===== src/rtl/hash_candidate_feeder.sv =====
// Candidate sweeper feeding hollywood_hash: serializes each candidate, watches hash_hit for a
// fixed window and captures the first hit. Optional pause input when FEEDER_PAUSE_EN is defined.
module hash_candidate_feeder #(
  parameter int          NUM_WORDS   = 2,
  parameter int          WAIT_CYCLES = 8,
  parameter logic [31:0] START_VAL   = 32'h0000_0000,
  parameter logic [31:0] LAST_VAL    = 32'hFFFF_FFFF
) (
  input  logic        clk,
  input  logic        reset,
  input  logic        start,
`ifdef FEEDER_PAUSE_EN
  input  logic        pause,
`endif
  input  logic        hash_hit,
  output logic        in_valid,
  output logic        in_channel,
  output logic [15:0] in_data,
  output logic        busy,
  output logic        found,
  output logic [31:0] found_cand,
  output logic        exhausted
);

  if (NUM_WORDS < 1 || NUM_WORDS > 2) begin : g_bad_num_words
    $error("NUM_WORDS must be 1 or 2");
  end
  if (WAIT_CYCLES < 1 || WAIT_CYCLES > 255) begin : g_bad_wait_cycles
    $error("WAIT_CYCLES must be in 1..255");
  end
  if (START_VAL > LAST_VAL) begin : g_bad_range
    $error("START_VAL must not exceed LAST_VAL");
  end
  if (NUM_WORDS == 1 && LAST_VAL > 32'h0000_FFFF) begin : g_bad_last
    $error("LAST_VAL does not fit in NUM_WORDS 16-bit words");
  end

  localparam logic [2:0] S_IDLE  = 3'd0;
  localparam logic [2:0] S_SEND  = 3'd1;
  localparam logic [2:0] S_TERM  = 3'd2;
  localparam logic [2:0] S_WAIT  = 3'd3;
  localparam logic [2:0] S_FOUND = 3'd4;
  localparam logic [2:0] S_EXH   = 3'd5;

  localparam logic        IDX_LAST  = (NUM_WORDS == 2) ? 1'b1 : 1'b0;
  localparam logic [7:0]  WIN_LAST  = 8'(WAIT_CYCLES - 1);
  localparam logic [15:0] TERM_WORD = 16'(NUM_WORDS);

  logic        pause_w;
`ifdef FEEDER_PAUSE_EN
  assign pause_w = pause;
`else
  assign pause_w = 1'b0;
`endif

  logic [2:0]  state_q, state_d;
  logic        idx_q, idx_d;
  logic [7:0]  cnt_q, cnt_d;
  logic [31:0] cand_q, cand_d;
  logic        in_valid_q, in_valid_d;
  logic        in_channel_q, in_channel_d;
  logic [15:0] in_data_q, in_data_d;
  logic        busy_q, busy_d;
  logic        found_q, found_d;
  logic [31:0] found_cand_q, found_cand_d;
  logic        exhausted_q, exhausted_d;
  logic        fresh;
  logic        emit_slot;

  // State names the word slot on the bus; in_valid_q says whether it was actually presented,
  // so a paused slot is held and re-offered until it goes out.
  always_comb begin
    state_d      = state_q;
    idx_d        = idx_q;
    cnt_d        = cnt_q;
    cand_d       = cand_q;
    found_d      = found_q;
    found_cand_d = found_cand_q;
    exhausted_d  = exhausted_q;
    fresh        = 1'b0;

    case (state_q)
      S_IDLE: begin
        if (start) begin
          state_d = S_SEND;
          idx_d   = 1'b0;
          fresh   = 1'b1;
        end
      end
      S_SEND: begin
        if (in_valid_q) begin
          if (idx_q == IDX_LAST) begin
            state_d = S_TERM;
          end else begin
            idx_d = idx_q + 1'b1;
          end
        end
      end
      S_TERM: begin
        if (in_valid_q) begin
          state_d = S_WAIT;
          cnt_d   = 8'd0;
        end
      end
      S_WAIT: begin
        if (hash_hit) begin
          state_d      = S_FOUND;
          found_d      = 1'b1;
          found_cand_d = cand_q;
        end else if (cnt_q == WIN_LAST) begin
          if (cand_q == LAST_VAL) begin
            state_d     = S_EXH;
            exhausted_d = 1'b1;
          end else begin
            cand_d  = cand_q + 32'd1;
            state_d = S_SEND;
            idx_d   = 1'b0;
            fresh   = 1'b1;
          end
        end else begin
          cnt_d = cnt_q + 8'd1;
        end
      end
      S_FOUND: begin
        if (start) begin
          found_d = 1'b0;
          if (found_cand_q == LAST_VAL) begin
            state_d     = S_EXH;
            exhausted_d = 1'b1;
          end else begin
            cand_d  = found_cand_q + 32'd1;
            state_d = S_SEND;
            idx_d   = 1'b0;
            fresh   = 1'b1;
          end
        end
      end
      S_EXH: begin
        if (start) begin
          exhausted_d = 1'b0;
          cand_d      = START_VAL;
          state_d     = S_SEND;
          idx_d       = 1'b0;
          fresh       = 1'b1;
        end
      end
      default: state_d = S_IDLE;
    endcase

    // Word 0 always goes out on entry; pause only stalls slots already inside SEND/TERM.
    emit_slot    = (state_d == S_SEND) || (state_d == S_TERM);
    in_valid_d   = emit_slot && (fresh || !pause_w);
    in_channel_d = in_valid_d && (state_d == S_TERM);
    in_data_d    = 16'd0;
    if (in_valid_d) begin
      if (state_d == S_TERM) begin
        in_data_d = TERM_WORD;
      end else begin
        in_data_d = idx_d ? cand_d[31:16] : cand_d[15:0];
      end
    end
    busy_d = emit_slot || (state_d == S_WAIT);
  end

  always_ff @(posedge clk) begin
    if (reset) begin
      state_q      <= S_IDLE;
      idx_q        <= 1'b0;
      cnt_q        <= 8'd0;
      cand_q       <= START_VAL;
      in_valid_q   <= 1'b0;
      in_channel_q <= 1'b0;
      in_data_q    <= 16'd0;
      busy_q       <= 1'b0;
      found_q      <= 1'b0;
      found_cand_q <= 32'd0;
      exhausted_q  <= 1'b0;
    end else begin
      state_q      <= state_d;
      idx_q        <= idx_d;
      cnt_q        <= cnt_d;
      cand_q       <= cand_d;
      in_valid_q   <= in_valid_d;
      in_channel_q <= in_channel_d;
      in_data_q    <= in_data_d;
      busy_q       <= busy_d;
      found_q      <= found_d;
      found_cand_q <= found_cand_d;
      exhausted_q  <= exhausted_d;
    end
  end

  assign in_valid   = in_valid_q;
  assign in_channel = in_channel_q;
  assign in_data    = in_data_q;
  assign busy       = busy_q;
  assign found      = found_q;
  assign found_cand = found_cand_q;
  assign exhausted  = exhausted_q;

endmodule


===== config.mk =====
export PLATFORM = sky130hd
export DESIGN_NAME = hash_candidate_feeder
export DESIGN_NICKNAME = d
export VERILOG_FILES = /design/src/rtl/hash_candidate_feeder.sv
export SDC_FILE = /design/constraint.sdc
export NUM_CORES = 1
export LEC_CHECK = 0
export CORE_ASPECT_RATIO = 1.75
export CORE_UTILIZATION = 35
export DETAILED_ROUTE_END_ITERATION = 7
export PLACE_DENSITY_LB_ADDON = 0.2
export SLEW_MARGIN = 20
export SYNTH_ARGS = -nofsm -noshare
export SYNTH_HDL_FRONTEND = slang
export SYNTH_SLANG_ARGS = --single-unit

===== constraint.sdc =====
create_clock -name clk -period 2.65 [get_ports clk]
set_input_delay 0.53 -clock clk [delete_from_list [all_inputs] [get_ports clk]]
set_output_delay 0.53 -clock clk [all_outputs]
set_load 0.01 [all_outputs]

== Yosys cells after proc, flatten, opt, wreduce, memory -nomap -nowiden ==
Cells that the tools add are included.

* Add/subtract/negate cells: 4
* Equal/unequal tests: 20
* Mux-type cells: 41
* Bitwise operators: 1
* Reduce and logical (&&, ||, !) cells: 14

{| class="wikitable"
|+ Operators with widths
! operator !! count
|-
| 32-bit two-way mux || 6
|-
| 32-bit case mux with 3 select lines || 1
|-
| 32-bit by 1-bit adder with 32-bit output (second input constant) || 2
|-
| 32-bit equality test (second input constant) || 2
|-
| 3-bit two-way mux || 9
|-
| 8-bit two-way mux || 3
|-
| 2-bit inequality test (second input constant) || 9
|-
| 16-bit two-way mux || 1
|-
| 8-bit case mux with 2 select lines || 1
|-
| 1-bit two-way mux || 15
|-
| 3-bit case mux with 5 select lines || 1
|-
| 3-bit by 2-bit equality test with 1-bit output (second input constant) || 4
|-
| 8-bit by 1-bit adder with 8-bit output (second input constant) || 1
|-
| 8-bit by 3-bit equality test with 1-bit output (second input constant) || 1
|-
| 7-bit AND reduction || 1
|-
| 3-bit by 1-bit equality test with 1-bit output (second input constant) || 2
|-
| 3-bit equality test (second input constant) || 2
|-
| 1-bit case mux with 4 select lines || 1
|-
| 4-bit AND reduction || 1
|-
| 2-bit nonzero test || 2
|-
| 2-bit OR reduction || 2
|-
| 3-bit logical NOT || 1
|-
| 1-bit case mux with 3 select lines || 1
|-
| 3-bit AND reduction || 1
|-
| 9 further kinds || 10
|}

* Register bits: 97
* Bits of input ports: 4
* Output and inout port bits: 53

== Logic depth before layout (Yosys ltp) ==
* Word-level depth: 9
* Mapped depth: 11
* Mapped depth without buffers: 8

== Worst setup path before layout ==
Ideal clock, no wire load.

* Path type: register to register
* Start point: register found_cand_q[0], in the netlist found_cand[0]
* End point: register in_data_q[10], in the netlist in_data[10]
* Library setup time: 0.136 ns
* Arrival time: 2.409 ns
* Data required time: 2.514 ns
* Slack: 0.105 ns
* Stages on the path, launching flop included: 10
* Buffers on the path: 2
* Period minus slack after synthesis: 2.545 ns
* Cells stage by stage: dfxtp_1 ha_1 nand4_2 or3_1 clkbuf_1 o311ai_0 buf_2 nor2_1 a221oi_1 o22ai_1

* Cells in the longest elaborated chain, start to end: 8
* Elaborated cells on any way between the ends: 17
* Classes of those cells: add/sub (1); eq/ne (3); mux (10); bitwise (1); reduce/logical (2)

{| class="wikitable"
|+ RTL lines
! element !! line !! text
|-
| from (decl) || 65 || <nowiki>logic [31:0] found_cand_q, found_cand_d;</nowiki>
|-
| from (signal assigned) || 188 || <nowiki>found_cand_q <= found_cand_d;</nowiki>
|-
| branches (longest 8 deep; another with 32-bit by 1-bit adder with 32-bit output) || n/a ||
|-
| to (signal assigned) || 185 || <nowiki>in_data_q <= in_data_d;</nowiki>
|-
| to (decl) || 62 || <nowiki>logic [15:0] in_data_q, in_data_d;</nowiki>
|}

Parallel ways; which one is timed is not known.
A chain may end at the register's enable or synchronous reset.

== Final worst setup path ==
* Start point: register cand_q[0]
* End point: register in_data_q[9], in the netlist in_data[9]

* Cells in the longest elaborated chain, start to end: 9
* Elaborated cells on any way between the ends: 20
* Classes of those cells: add/sub (1); eq/ne (3); mux (13); bitwise (1); reduce/logical (2)

{| class="wikitable"
|+ RTL lines
! element !! line !! text
|-
| from (decl) || 59 || <nowiki>logic [31:0] cand_q, cand_d;</nowiki>
|-
| from (signal assigned) || 182 || <nowiki>cand_q <= cand_d;</nowiki>
|-
| branches (longest 9 deep; another with 32-bit by 1-bit adder with 32-bit output) || n/a ||
|}

Parallel ways; which one is timed is not known.

==> results.md <==
* Status: complete, no violations
* Ys Warns at 0
* Skew-Pair Late Insertion Delay at between 0.3 and 0.4 ns
* Total grt overflow at 0
* Total Routed Length at around 22000 um
* Clk buf depth at 2
* Core Util, Final at 0.517
* Clock Sink Count at 97
* Placed instance count at 1062
* Max Freq at 387 MHz
* Post-synth EDFFs at 0
* DP HPWL at roughly 18000 um
* Syn-to-layout area delta at 43.5%
* Post-Syn Nets at a little over 700
* FF/Latch Area at approximately 1900 um^2
* CP required at 2.93 ns
* Top-count cell post-synth: nand2_1
* Power density cells at 382 nW/um^2
* Wire length on met1 at 8280 um
* FILL cells at 1483
* Synth area leader: dfxtp_1
* Critical path type: reg -> reg
* Layout cell share with drive strength beyond 1 at 0.257
* DR DRC count at 0
* Worst-path clk slew at 0.08 ns
* Die area at approximately 16000 um^2
* Final worst slack at 0.0680 ns
* Skew final at 0.0148 ns
* Rows at a little under 60
* Setup WS pre-CTS at -0.641 ns
* Crit path time final at 2.58 ns
* Drt via density at 5.70
* Max IR drop VDD at 0.246 mV
* Synth cell count leaders: 110 x nand2_1, 97 x dfxtp_1, 69 x nor2_1
* CP startpoint kind: flip-flop
* Synth cell types at 72
* Top routing layer used: met4
* IO Pins at 57
* Synth Register Bits at 97
* Root buf cell: clkbuf_16
* Num CTS Buffers at 9
* Via count at 6147
* ANT nets after route at 0
* Worst EP arrival at 2.86 ns
* Length of the first detailed-routing pass in iterations at 5
* Critical path fanouts, max at 3
* Placer Congestion at 0.989
* Max_cap viols at 0
* DR iter-0 viols at around 390
* Core box area at 14900 um^2
* Worst Tran Pin Value at 0.790 ns
* Met2 WL at 11600 um
* Worst Hold Class: reg -> reg
* Largest net degree at the start of global routing at 70
* Netlist Area Pre-Place at around 5400 um^2
* Ys async rst share at 0
* Top-area cell type share of the netlist area at 0.362
* Initial antenna violation count at 0
* Ys flop type: dfxtp_1
* Hold_buf cts at 0
* Post-synthesis instance total at 697
* Diodes inserted at 0
* Relative slew slack at 0.473
* CTS tree: done
* Syn avg cell area at ~7.7 um^2
* Vias in the first global route at 6175
* Sequential element share of the synthesized area at 0.362
* Tcrit/Tclk final at 0.974
* Die width at around 96 um
* Fin Setup TNS at 0 ns
* Met3 Wirelength at 1180 um
* RSZ-0062 raised after global routing: true
* Synth area leaders: dfxtp_1 36%, nand2_1 7.7%, a21oi_1 5.4%, nor2_1 4.8%, xnor2_1 4.1%
* Multi-input logic area at about 3300 um^2
* Setup crit end kind: flip-flop
* I/O Buffers at 56
* Final Hold Fails at 0
* First-pass GRT wire length at 34400 um
* H-tree depth at 3
* Final setup fails at 0
* Leakage power at 2.84 nW
* GRT Resource Usage Total at 0.290
* Slew Limit Fails at 0
* Nets at 897
* Die Height at 166 um
* Drt wl/cell at 20.7 um
* Initial Util at 0.360
* Final std cells w/o fill at 1078
==> state kept, by name (all words and copies together), names as in the netlist <==
name,cells
in_channel,1
exhausted,1
found,1
in_valid,1
in_data,16
state_q,3
found_cand,32
busy,1
cand_q,32
idx_q,1
cnt_q,8
==> path summary, 6_finish.rpt <==
| path | from | end | slack (ns) | depth (start not counted) |
|---|---|---|---|---|
| max reg2reg | cand_q[0] | in_data[9] | 0.07 | 9 |
| max | cand_q[0] | in_data[9] | 0.07 | 9 |
| min reg2reg | exhausted | exhausted | 0.49 | 1 |
| min | exhausted | exhausted | 0.49 | 1 |
==> where the power goes <==
group | total, W | leakage, nW | switching (W) | internal (W)
sequential | 0.00148 | 0.782 | 0.00000898 | 0.00147
combinational | 0.000167 | 1.92 | 0.0000941 | 0.0000729
clock | 0.00130 | 0.132 | 0.000647 | 0.000656
==> placed cells by master (no fill, tap or decap), types with 9 or more instances in the layout <==
cell and n:
a21oi_1 57, nor3_1 18, nand2_1 110, nor2_1 68, o22ai_1 9, buf_4 171, clkbuf_16 9, nand4_1 32
xor2_1 10, nand3_1 30, a31oi_1 15, clkdlybuf4s50_1 54, dfxtp_1 97, o21ai_0 13, xnor2_1 25
==> cell families after synthesis <==
family / share of synthesized area
fa+ha+maj: 0.00699
simple gates: 0.308
compound gates: 0.207
mux: 0.0149
xor+xnor: 0.0571
flops: 0.362
buf+inv: 0.0443
==> final cells by class <==
type,instances,area share
multi-input combinational,544,0.432
tap,183,0.0297
sequential,97,0.252
clock buffer,9,0.0292
clock inverter,7,0.00811
inverter,8,0.00389
timing repair buffer,230,0.246
==> per-layer routing <==
metal | vias to the layer above | track usage
li1 | 2926 | -
met1 | 2914 | 0.327
met2 | 243 | 0.513
met3 | 64 | 0.0389
met4 | 0 | 0.152
met5 | - | 0
==> per-stage QoR <==
stage                     hold WS (ns)  power [W]  area [um^2]
after floorplan                  0.445    0.00158         5370
after global placement           0.475    0.00167         7280
after detailed placement         0.475    0.00168         7280
after CTS                        0.497    0.00297         7620
after global routing             0.532    0.00306         7710
final                            0.491    0.00295         7710
==> critical path: stages, from the launching register on <==
cell and delay (ns):
dfxtp_1 0.34, ha_1 0.19, nand4_1 0.16, or4_1 0.62, o2111ai_1 0.28, mux2i_1 0.22
a211oi_1 0.07, buf_4 0.14, or3_1 0.41, o21ai_0 0.08
==> what timing repair did <==
action / 4_1_cts / 5_1_grt
cloned: 0 / 0
pin swaps: 1 / 2
setup endpoints to repair: 19 / 19
gates resized for setup: 10 / 18
setup buffers: 0 / 0
Note: power is estimated with default switching activity, not from simulation.
==> edit, RTL diff (config.mk and constraints unchanged) <==
Register the inputs `start` and `hash_hit` before use, cleared by the reset. The logic sees them one clock later.
--- a/src/rtl/hash_candidate_feeder.sv
+++ b/src/rtl/hash_candidate_feeder.sv
@@ -22,6 +22,19 @@
   output logic        exhausted
 );
 
+  logic start_q;
+  logic hash_hit_q;
+
+  always_ff @(posedge clk) begin
+    if (reset) begin
+      start_q    <= '0;
+      hash_hit_q <= '0;
+    end else begin
+      start_q    <= start;
+      hash_hit_q <= hash_hit;
+    end
+  end
+
   if (NUM_WORDS < 1 || NUM_WORDS > 2) begin : g_bad_num_words
     $error("NUM_WORDS must be 1 or 2");
   end
@@ -81,7 +94,7 @@
 
     case (state_q)
       S_IDLE: begin
-        if (start) begin
+        if (start_q) begin
           state_d = S_SEND;
           idx_d   = 1'b0;
           fresh   = 1'b1;
@@ -103,7 +116,7 @@
         end
       end
       S_WAIT: begin
-        if (hash_hit) begin
+        if (hash_hit_q) begin
           state_d      = S_FOUND;
           found_d      = 1'b1;
           found_cand_d = cand_q;
@@ -122,7 +135,7 @@
         end
       end
       S_FOUND: begin
-        if (start) begin
+        if (start_q) begin
           found_d = 1'b0;
           if (found_cand_q == LAST_VAL) begin
             state_d     = S_EXH;
@@ -136,7 +149,7 @@
         end
       end
       S_EXH: begin
-        if (start) begin
+        if (start_q) begin
           exhausted_d = 1'b0;
           cand_d      = START_VAL;
           state_d     = S_SEND;
Formal check against the unedited RTL: not equivalent (Yosys sat finds a counterexample within 4 cycles, from zero or initial values and one cycle with reset high).
==> edit against the original RTL <==
- sequential cell count is 2 higher
- sequential share of layout area is 1.8 points higher
- cell area is 4.8% lower
- area after synthesis is 3.2% higher
- worst setup slack better by 0.041 ns
- combinational power is 38% lower
- power is 1.5% higher
- wire length is 5.9% lower
- critical path depth stayed put
- first-iteration DRC count is 8.7% higher
- clock skew is 0.0062 ns lower
- critical path type unchanged
- critical endpoint is now in_data[14]
- largest cell class unchanged
==> edit: results <==
export IMPL_wl_per_cell_um=20.5
export IMPL_startpoint="cand_q[21]"
export IMPL_grt_pass1_vias=6068
export IMPL_outcome="finished clean"
export IMPL_grt_pass1_wl_um=32800
export IMPL_whs_path_depth=2
export IMPL_gr_usage_all_layers_pct=25.8
export IMPL_synth_adder_area_share_pct=0.677
export IMPL_fin_worst_skew_ns=0.00858
export IMPL_arrival_ns=2.75
export IMPL_holdWs_ns=0.509
export IMPL_avgViaCountPerCell=5.88
export IMPL_drive_gt1_share_pct=19.8
export IMPL_post_place_ws_ns=-0.130
export IMPL_met2_usage_pct=46.3
export IMPL_slowest_delay_ns=0.45
export IMPL_cp_max_fo=7
export IMPL_hpwlAfterDp_um=15600
export IMPL_grt_max_degree=72
export IMPL_synth_xor_area_share_pct=5.85
export IMPL_slew_headroom_pct=42.6
export IMPL_ir_worst_vdd_mv=0.253
export IMPL_leakagePower_uw=0.00265
export IMPL_synth_compound_area_share_pct=21.7
export IMPL_drtIter0Drc=427
export IMPL_hold_path_startpoint="found_cand[17]"
export IMPL_hold_end="found_cand[17]"
export IMPL_use_met3_pct=3.59
export IMPL_critPathSlowestCell="dfxtp_1"
export IMPL_synth_common_cells="nand2_1 (120), dfxtp_1 (99), a21oi_1 (67)"
export IMPL_final_nets=837
export IMPL_ys_seq_area_share_pct=35.7
export IMPL_synth_area_mux_share_pct=0.542
## edit: cell families after synthesis
kind of cell / after synthesis
buffers and inverters: 47
AO/OA/AOI/OAI: 179
AND/OR/NAND/NOR: 331
flip-flops: 99
adder cells (fa/ha/maj): 3
XOR/XNOR: 37
multiplexers: 3
## edit: per-layer routing
layer | wire, µm | vias up
met5 | 0 | -
met4 | 1470 | 0
met3 | 955 | 82
met2 | 10800 | 262
met1 | 7750 | 2864
li1 | - | 2797
## edit: worst reg2reg max path, cell delays in order, from the launching register on
cell and delay, ns:
dfxtp_1 0.45, nand4_1 0.26, nor4_4 0.33, buf_4 0.23
nor4_1 0.06, buf_4 0.16, and3_1 0.18, xor2_1 0.15
a211oi_2 0.45, o22ai_1 0.14
## edit: power groups by stage
stage / logic [µW] / clock network (µW) / registers (µW)
global placement: 98.0 / 0 / 1540
detailed placement: 99.1 / 0 / 1540
finish: 104 / 1390 / 1500
floorplan: 52.7 / 0 / 1540
CTS: 99.9 / 1410 / 1500
global route: 110 / 1470 / 1500
## edit: what timing repair did
| action | 4_1_cts | 5_1_grt |
|---|---|---|
| gates resized for setup | 4 | 14 |
| buffers inserted | 0 | 0 |
| setup endpoints to repair | 8 | 17 |
## edit: layout make-up
class	count	area [µm²]
Clock inverter	5	61.3
Tap cell	186	233
Sequential cell	99	1980
Clock buffer	11	243
Fill cell	1570	8120
Multi-Input combinational cell	553	3410
Timing Repair Buffer	160	1390
Inverter	7	26.3
## edit: metrics by stage
stage          TNS [ns]  area [µm²]  cells
2_1_floorplan         0        5540    699
3_3_place_gp     -0.426        6960   1005
3_5_place_dp     -0.251        6960   1005
4_1_cts               0        7290   1021
5_1_grt               0        7340   1021
6_report              0        7340   1021
